<file path="config.mk">
export PLATFORM = sky130hd
export DESIGN_NAME = inst_refill_ctrl_flat
export DESIGN_NICKNAME = d
export VERILOG_FILES = /design/src/rtl/icache_pkg.sv /design/src/rtl/inst_refill_ctrl_if.sv /design/src/rtl/refill_line_buf.sv /design/src/rtl/inst_refill_ctrl.sv /design/src/flat_wrapper.sv
export SDC_FILE = /design/constraint.sdc
export NUM_CORES = 1
export LEC_CHECK = 0
export CORE_ASPECT_RATIO = 1.5
export CORE_MARGIN = 8
export CORE_UTILIZATION = 40
export CTS_CLUSTER_SIZE = 40
export DETAILED_ROUTE_END_ITERATION = 7
export PLACE_DENSITY_LB_ADDON = 0.12
export SYNTH_ARGS = -nofsm -noshare
export SYNTH_HDL_FRONTEND = slang
export SYNTH_SLANG_ARGS = --single-unit
</file>
<file path="constraint.sdc">
create_clock -name clk -period 4.4 [get_ports clk]
set_input_delay 1.32 -clock clk [delete_from_list [all_inputs] [get_ports clk]]
set_output_delay 1.32 -clock clk [all_outputs]
set_load 0.01 [all_outputs]
</file>
<file path="src/rtl/icache_pkg.sv">
`default_nettype none
// ============================================================================
// Module      : icache_pkg
// Description : Shared instruction-cache definitions: line geometry, the
//               refill controller state type and the cache line type.
// Revision    : 1.0 - initial release
// ============================================================================
package icache_pkg;

  localparam int DATA_WIDTH  = 32;
  localparam int LINE_WORDS  = 4;
  localparam int LINE_BYTES  = LINE_WORDS * DATA_WIDTH / 8;
  localparam int OFFSET_BITS = 4;
  localparam int LINE_BITS   = LINE_WORDS * DATA_WIDTH;
  localparam int LADDR_BITS  = 32 - OFFSET_BITS;

  typedef enum logic [2:0] {
    ST_IDLE  = 3'd0,
    ST_REQ   = 3'd1,
    ST_WAIT  = 3'd2,
    ST_DONE  = 3'd3,
    ST_DRAIN = 3'd4
  } refill_state_t;

  typedef logic [LINE_BITS-1:0] line_t;
  typedef logic [1:0]           beat_t;

endpackage
`default_nettype wire

</file>
<file path="src/rtl/inst_refill_ctrl_if.sv">
`default_nettype none
// ============================================================================
// Module      : inst_refill_ctrl_if
// Description : Instruction-memory read port, one word per request/response
//               transaction.
//   req    : read request, held until granted
//   addr   : word-aligned request address
//   gnt    : request accepted this cycle
//   rvalid : read data valid (one per grant, at least one cycle after it)
//   rdata  : read data
// Modports    : master (refill controller), slave (memory)
// Revision    : 1.0 - initial release
// ============================================================================
interface inst_refill_ctrl_if;
  import icache_pkg::*;

  logic                  req;
  logic [31:0]           addr;
  logic                  gnt;
  logic                  rvalid;
  logic [DATA_WIDTH-1:0] rdata;

  modport master (output req, addr, input gnt, rvalid, rdata);
  modport slave  (input req, addr, output gnt, rvalid, rdata);

endinterface
`default_nettype wire

</file>
<file path="src/rtl/refill_line_buf.sv">
`default_nettype none
// ============================================================================
// Module      : refill_line_buf
// Description : 4 x 32-bit line assembly buffer, written by beat index.
//   clk, rst_n : clock, synchronous active-low reset (clears all words)
//   i_we       : write strobe
//   i_idx      : word slot to write
//   i_wdata    : word to write
//   o_line     : assembled line, word i at bits [32i+31:32i]
// Revision    : 1.0 - initial release
// ============================================================================
module refill_line_buf
  import icache_pkg::*;
(
  input  wire                  clk,
  input  wire                  rst_n,
  input  wire                  i_we,
  input  wire [1:0]            i_idx,
  input  wire [DATA_WIDTH-1:0] i_wdata,
  output line_t                o_line
);

  logic [DATA_WIDTH-1:0] r_word [LINE_WORDS];

  always_ff @(posedge clk) begin
    if (!rst_n) begin
      for (int i = 0; i < LINE_WORDS; i++) r_word[i] <= '0;
    end else if (i_we) begin
      r_word[i_idx] <= i_wdata;
    end
  end

  always_comb begin
    o_line = '0;
    for (int i = 0; i < LINE_WORDS; i++) o_line[i*DATA_WIDTH +: DATA_WIDTH] = r_word[i];
  end

endmodule
`default_nettype wire

</file>
<file path="src/rtl/inst_refill_ctrl.sv">
`default_nettype none
// ============================================================================
// Module      : inst_refill_ctrl
// Description : Instruction-cache refill controller. On a miss, fetches the
//               16-byte line from memory one word at a time, assembles it and
//               presents it to the cache with a one-cycle fill strobe.
//   clk, rst_n     : clock, synchronous active-low reset
//   i_miss         : cache miss, sampled in IDLE
//   i_miss_addr    : fetch address of the miss
//   i_flush        : pipeline redirect, aborts the refill
//   mem            : memory read port (master side)
//   o_fetch_data   : assembled 128-bit line
//   o_fetch_enable : one-cycle fill strobe
//   o_refill_busy  : high whenever not IDLE (stalls the PC)
// Option      : ICACHE_CWF_EN - critical-word-first; start at miss_addr[3:2]
// Revision    : 1.0 - initial release
// ============================================================================
module inst_refill_ctrl
  import icache_pkg::*;
(
  input  wire                       clk,
  input  wire                       rst_n,
  input  wire                       i_miss,
  input  wire [31:0]                i_miss_addr,
  input  wire                       i_flush,
  inst_refill_ctrl_if.master        mem,
  output line_t                     o_fetch_data,
  output logic                      o_fetch_enable,
  output logic                      o_refill_busy
);

  refill_state_t         r_state, w_state_nxt;
  logic [LADDR_BITS-1:0] r_line,  w_line_nxt;
  beat_t                 r_beat,  w_beat_nxt;
  beat_t                 r_cnt,   w_cnt_nxt;     // beats already received
  beat_t                 w_start_beat;
  logic                  w_buf_we;
  logic                  r_mem_req;
  logic [31:0]           r_mem_addr;
  logic                  w_unused_addr_bits;

`ifdef ICACHE_CWF_EN
  assign w_start_beat = i_miss_addr[3:2];
`else
  assign w_start_beat = 2'd0;
`endif

  // Offset bits do not all feed logic in every build.
  assign w_unused_addr_bits = &{1'b0, i_miss_addr[3:0]};

  always_comb begin
    w_state_nxt = r_state;
    w_line_nxt  = r_line;
    w_beat_nxt  = r_beat;
    w_cnt_nxt   = r_cnt;
    w_buf_we    = 1'b0;
    case (r_state)
      ST_IDLE: begin
        if (i_miss && !i_flush) begin
          w_state_nxt = ST_REQ;
          w_line_nxt  = i_miss_addr[31:OFFSET_BITS];
          w_beat_nxt  = w_start_beat;
          w_cnt_nxt   = 2'd0;
        end
      end
      ST_REQ: begin
        // A granted request must have its response drained before IDLE.
        if (i_flush)      w_state_nxt = mem.gnt ? ST_DRAIN : ST_IDLE;
        else if (mem.gnt) w_state_nxt = ST_WAIT;
      end
      ST_WAIT: begin
        if (i_flush) begin
          w_state_nxt = mem.rvalid ? ST_IDLE : ST_DRAIN;
        end else if (mem.rvalid) begin
          w_buf_we = 1'b1;
          if (r_cnt == 2'd3) begin
            w_state_nxt = ST_DONE;
          end else begin
            w_state_nxt = ST_REQ;
            w_beat_nxt  = r_beat + 2'd1;
            w_cnt_nxt   = r_cnt + 2'd1;
          end
        end
      end
      ST_DONE:  w_state_nxt = ST_IDLE;
      ST_DRAIN: if (mem.rvalid) w_state_nxt = ST_IDLE;
      default:  w_state_nxt = ST_IDLE;
    endcase
  end

  always_ff @(posedge clk) begin
    if (!rst_n) begin
      r_state    <= ST_IDLE;
      r_line     <= '0;
      r_beat     <= 2'd0;
      r_cnt      <= 2'd0;
      r_mem_req  <= 1'b0;
      r_mem_addr <= '0;
    end else begin
      r_state   <= w_state_nxt;
      r_line    <= w_line_nxt;
      r_beat    <= w_beat_nxt;
      r_cnt     <= w_cnt_nxt;
      // Request is registered from the next state so it is high exactly
      // while the FSM sits in REQ; the address only moves on REQ entry.
      r_mem_req <= (w_state_nxt == ST_REQ);
      if (w_state_nxt == ST_REQ) r_mem_addr <= {w_line_nxt, w_beat_nxt, 2'b00};
    end
  end

  refill_line_buf u_line_buf (
    .clk     (clk),
    .rst_n   (rst_n),
    .i_we    (w_buf_we),
    .i_idx   (r_beat),
    .i_wdata (mem.rdata),
    .o_line  (o_fetch_data)
  );

  assign mem.req        = r_mem_req;
  assign mem.addr       = r_mem_addr;
  assign o_fetch_enable = (r_state == ST_DONE) && !i_flush;
  assign o_refill_busy  = (r_state != ST_IDLE);

endmodule
`default_nettype wire

</file>
<file path="src/flat_wrapper.sv">
// flat-port wrapper written by rule: the top's interface ports become plain ports
module inst_refill_ctrl_flat import icache_pkg::*;
  (clk, rst_n, i_miss, i_miss_addr, i_flush, o_fetch_data, o_fetch_enable, o_refill_busy, mem_req, mem_addr, mem_gnt, mem_rvalid, mem_rdata);
  inst_refill_ctrl_if mem_i ();
  input  wire clk;
  input  wire rst_n;
  input  wire i_miss;
  input  wire [31:0] i_miss_addr;
  input  wire i_flush;
  output line_t o_fetch_data;
  output logic o_fetch_enable;
  output logic o_refill_busy;
  output wire logic [$bits(mem_i.req)-1:0] mem_req;
  output wire logic [$bits(mem_i.addr)-1:0] mem_addr;
  input wire logic [$bits(mem_i.gnt)-1:0] mem_gnt;
  input wire logic [$bits(mem_i.rvalid)-1:0] mem_rvalid;
  input wire logic [$bits(mem_i.rdata)-1:0] mem_rdata;
  assign mem_req = mem_i.req;
  assign mem_addr = mem_i.addr;
  assign mem_i.gnt = mem_gnt;
  assign mem_i.rvalid = mem_rvalid;
  assign mem_i.rdata = mem_rdata;
  inst_refill_ctrl u_core (.clk(clk), .rst_n(rst_n), .i_miss(i_miss), .i_miss_addr(i_miss_addr), .i_flush(i_flush), .mem(mem_i), .o_fetch_data(o_fetch_data), .o_fetch_enable(o_fetch_enable), .o_refill_busy(o_refill_busy));
endmodule
</file>
==> results.toml <==
[status]
status = "finished clean"

[critical_path]
r2r_start = "u_core.r_state[1]$_SDFF_PN0_"
ff2ff_path_depth = 5
r2r-end = "u_core.mem.addr[25]$_SDFFE_PN0N_"
path_max_fanout = 7
critPathCaptureType = "primary output"
worstPathRequired_ps = 3080
ff2ff_setup_slack_ps = 2130
arrival_ps = 2720
startpoint_type = "primary input"
crit_type = "primary input to primary output"

[sta]
worst_hold_slack_ps = 480
rsz0062_at_grt = "no"
finalSetupTns_ps = 0
fmax_ghz = 0.248
maxSlewViolCount = 0
fin_crit_sh_pct = 91.7
worst_clock_skew_ps = 7.53
setup-violations-final = 0
slew_headroom_pct = 51.1
hold_viol_final = 0
finalCriticalPeriod_ps = 4040
worst_pin_slew_ps = 715

[die]
core_area_um2 = 17900
die-area_um2 = 22800
pin_count = 233
start_util_pct = 40.7
num_rows = 60
dieHeight_um = 181
die_w_um = 126

[global_routing]
grt.total_usage_pct = 16.9
antenna_found_initial = 0
grt_pass1_wl_um = 30100
grt-ovfl-total = 0
grt_max_degree = 62
grt_pass1_vias = 5316

[placed_design]
place_hpwl_um = 13200
place.gp.congestion = 0.765
dp_cells = 953
numPortBuffers = 226

[yosys]
yosysSeqAreaShare_pct = 71.0
syn_inst = 533
syn_avg_cell_area_um2 = 13.6
synth_area_um2 = 7270
synthDistinctLibCells = 40
synth_warnings = 0
synth_top_area_share_pct = 52.9
yosys.area.top_type = "edfxtp_1"
synth_seq_cells = 194
yosys-top-cells-area = "edfxtp_1, dfxtp_1, and2_1, mux2i_1, a211oi_1"

[hold_path]
holdPathEnd = "u_core.r_cnt[1]$_SDFFE_PN0P_"
holdCritStartpoint = "u_core.r_cnt[1]$_SDFFE_PN0P_"
hold_depth = 2
hp-class = "flip-flop to flip-flop"

[clock_network]
cts_htree_levels = 4
cts_setup_buffers = 0
cts-root-buf = "clkbuf_16"
postCtsHoldBufs = 0
cts_resized = 0
tritoncts = "done"
clk_latency_ps = 420
ctsLongestPathBuffers = 2
numCtsBuffers = 17
clk_pin_slew_ps = 70
cts.sinks = 194

[power_and_ir_drop]
powerDensity_nw_per_um2 = 371
ir_drop_mv = 0.206
leakage_nw = 3.96

[drt]
vias = 4875
drc = 0
wl_per_cell_um = 19.3
vias_per_cell = 4.95
drtIter0Drc = 298
first_pass_iters = 6
totalWireLength_um = 19000
ant_nets = 0

[cells_and_area]
layout-drive-gt1-share_pct = 7.68
nFillCells = 1493
nNetsFinal = 826
fin_cells = 985
area_growth_pct = 42.3
antenna_cells = 0

[job]
cap_violations = 0
[metrics by stage]
| step | total power, mW | worst slack (ps) | utilization (%) | instance area, µm² |
|---|---|---|---|---|
| 2_1_floorplan | 2.22 | 866 | - | 7270 |
| 3_3_place_gp | 2.46 | 368 | 54.9 | 9810 |
| 6_report | 3.84 | 364 | 57.9 | 10300 |
| 4_1_cts | 3.88 | 356 | 57.9 | 10300 |
| 5_1_grt | 3.97 | 265 | 57.9 | 10300 |
| 3_5_place_dp | 2.47 | 356 | 54.9 | 9810 |
[how the worst max path moves through the flow]
stage	cells after the start	end	startpoint
CTS	4	o_fetch_enable	i_flush
floorplan	4	u_core.u_line_buf.r_word[0][0]$_SDFFCE_PN0P_	i_flush
detailed placement	4	o_fetch_enable	i_flush
global placement	4	o_fetch_enable	i_flush
finish	4	o_fetch_enable	i_flush
global route	4	o_fetch_enable	i_flush
[Yosys cell counts (all sizes together)]
master,count
a2111oi,1
o22ai,3
ha,1
nor3,3
mux2i,28
mux2,2
inv,2
nor2b,1
nand3b,1
o311a,1
nor2,37
a21boi,1
and2,130
nor3b,3
nand3,3
o211a,1
dfxtp,66
or2,2
or3,3
nand2,4
a211oi,28
conb,1
a31oi,1
and3,3
nor4bb,1
a21o,1
buf,9
or3b,1
clkbuf,28
edfxtp,128
nor4,1
nand2b,6
a21oi,29
nand4bb,1
o21a,2
[sequential cells by signal, summed over array words and instances (netlist names)]
name                      flops
u_core.u_line_buf.r_word    128
u_core.mem.addr              30
u_core.r_line                28
u_core.r_state                3
u_core.r_beat                 2
u_core.r_cnt                  2
u_core.mem.req                1
[cell usage in the layout, fill, tap and decap left out, types with 4 or more instances in the layout]
master           instances
and2_1                 130
clkbuf_16               17
inv_6                    4
clkdlybuf4s50_1        226
a211oi_1                28
mux2i_1                 28
buf_4                   10
edfxtp_1               128
nor2_1                  37
a21oi_1                 29
dfxtp_1                 66
[layer usage]
metal | GRT usage (%) | up-vias | part of all wire [%]
met4 | 5.46 | 0 | 1.5
met5 | 0 | - | 0
met1 | 17.7 | 2364 | 38
li1 | - | 2325 | -
met2 | 30.5 | 171 | 52
met3 | 6.01 | 15 | 8.2
[worst max-delay path: stages]
cell	delay [ps]
clkdlybuf4s50_1	500
nor2_1	170
and3_1	180
clkdlybuf4s50_1	540
[where the power goes]
part           switching, mW  internal [mW]
combinational          0.177          0.206
clock                  0.680          0.733
sequential            0.0311           2.01
[logic make-up after synthesis]
kind of cell,after synthesis,synth area share (%)
flip-flops,194,71.0
multiplexers,30,4.16
buffers and inverters,39,2.41
other,1,0.0516
AND/OR/NAND/NOR,200,16.1
adder cells (fa/ha/maj),1,0.172
AO/OA/AOI/OAI,68,6.04
[layout make-up]
class | instances | area [µm²] | share of cell area (%)
Timing Repair Buffer | 239 | 2400 | 23.2
Sequential cell | 194 | 5160 | 49.9
Clock inverter | 14 | 105 | 1.02
Inverter | 2 | 7.51 | 0.0725
Clock buffer | 18 | 429 | 4.15
Multi-Input combinational cell | 301 | 1970 | 19.1
Tap cell | 217 | 272 | 2.62
Note: power is estimated with default switching activity, not from simulation.
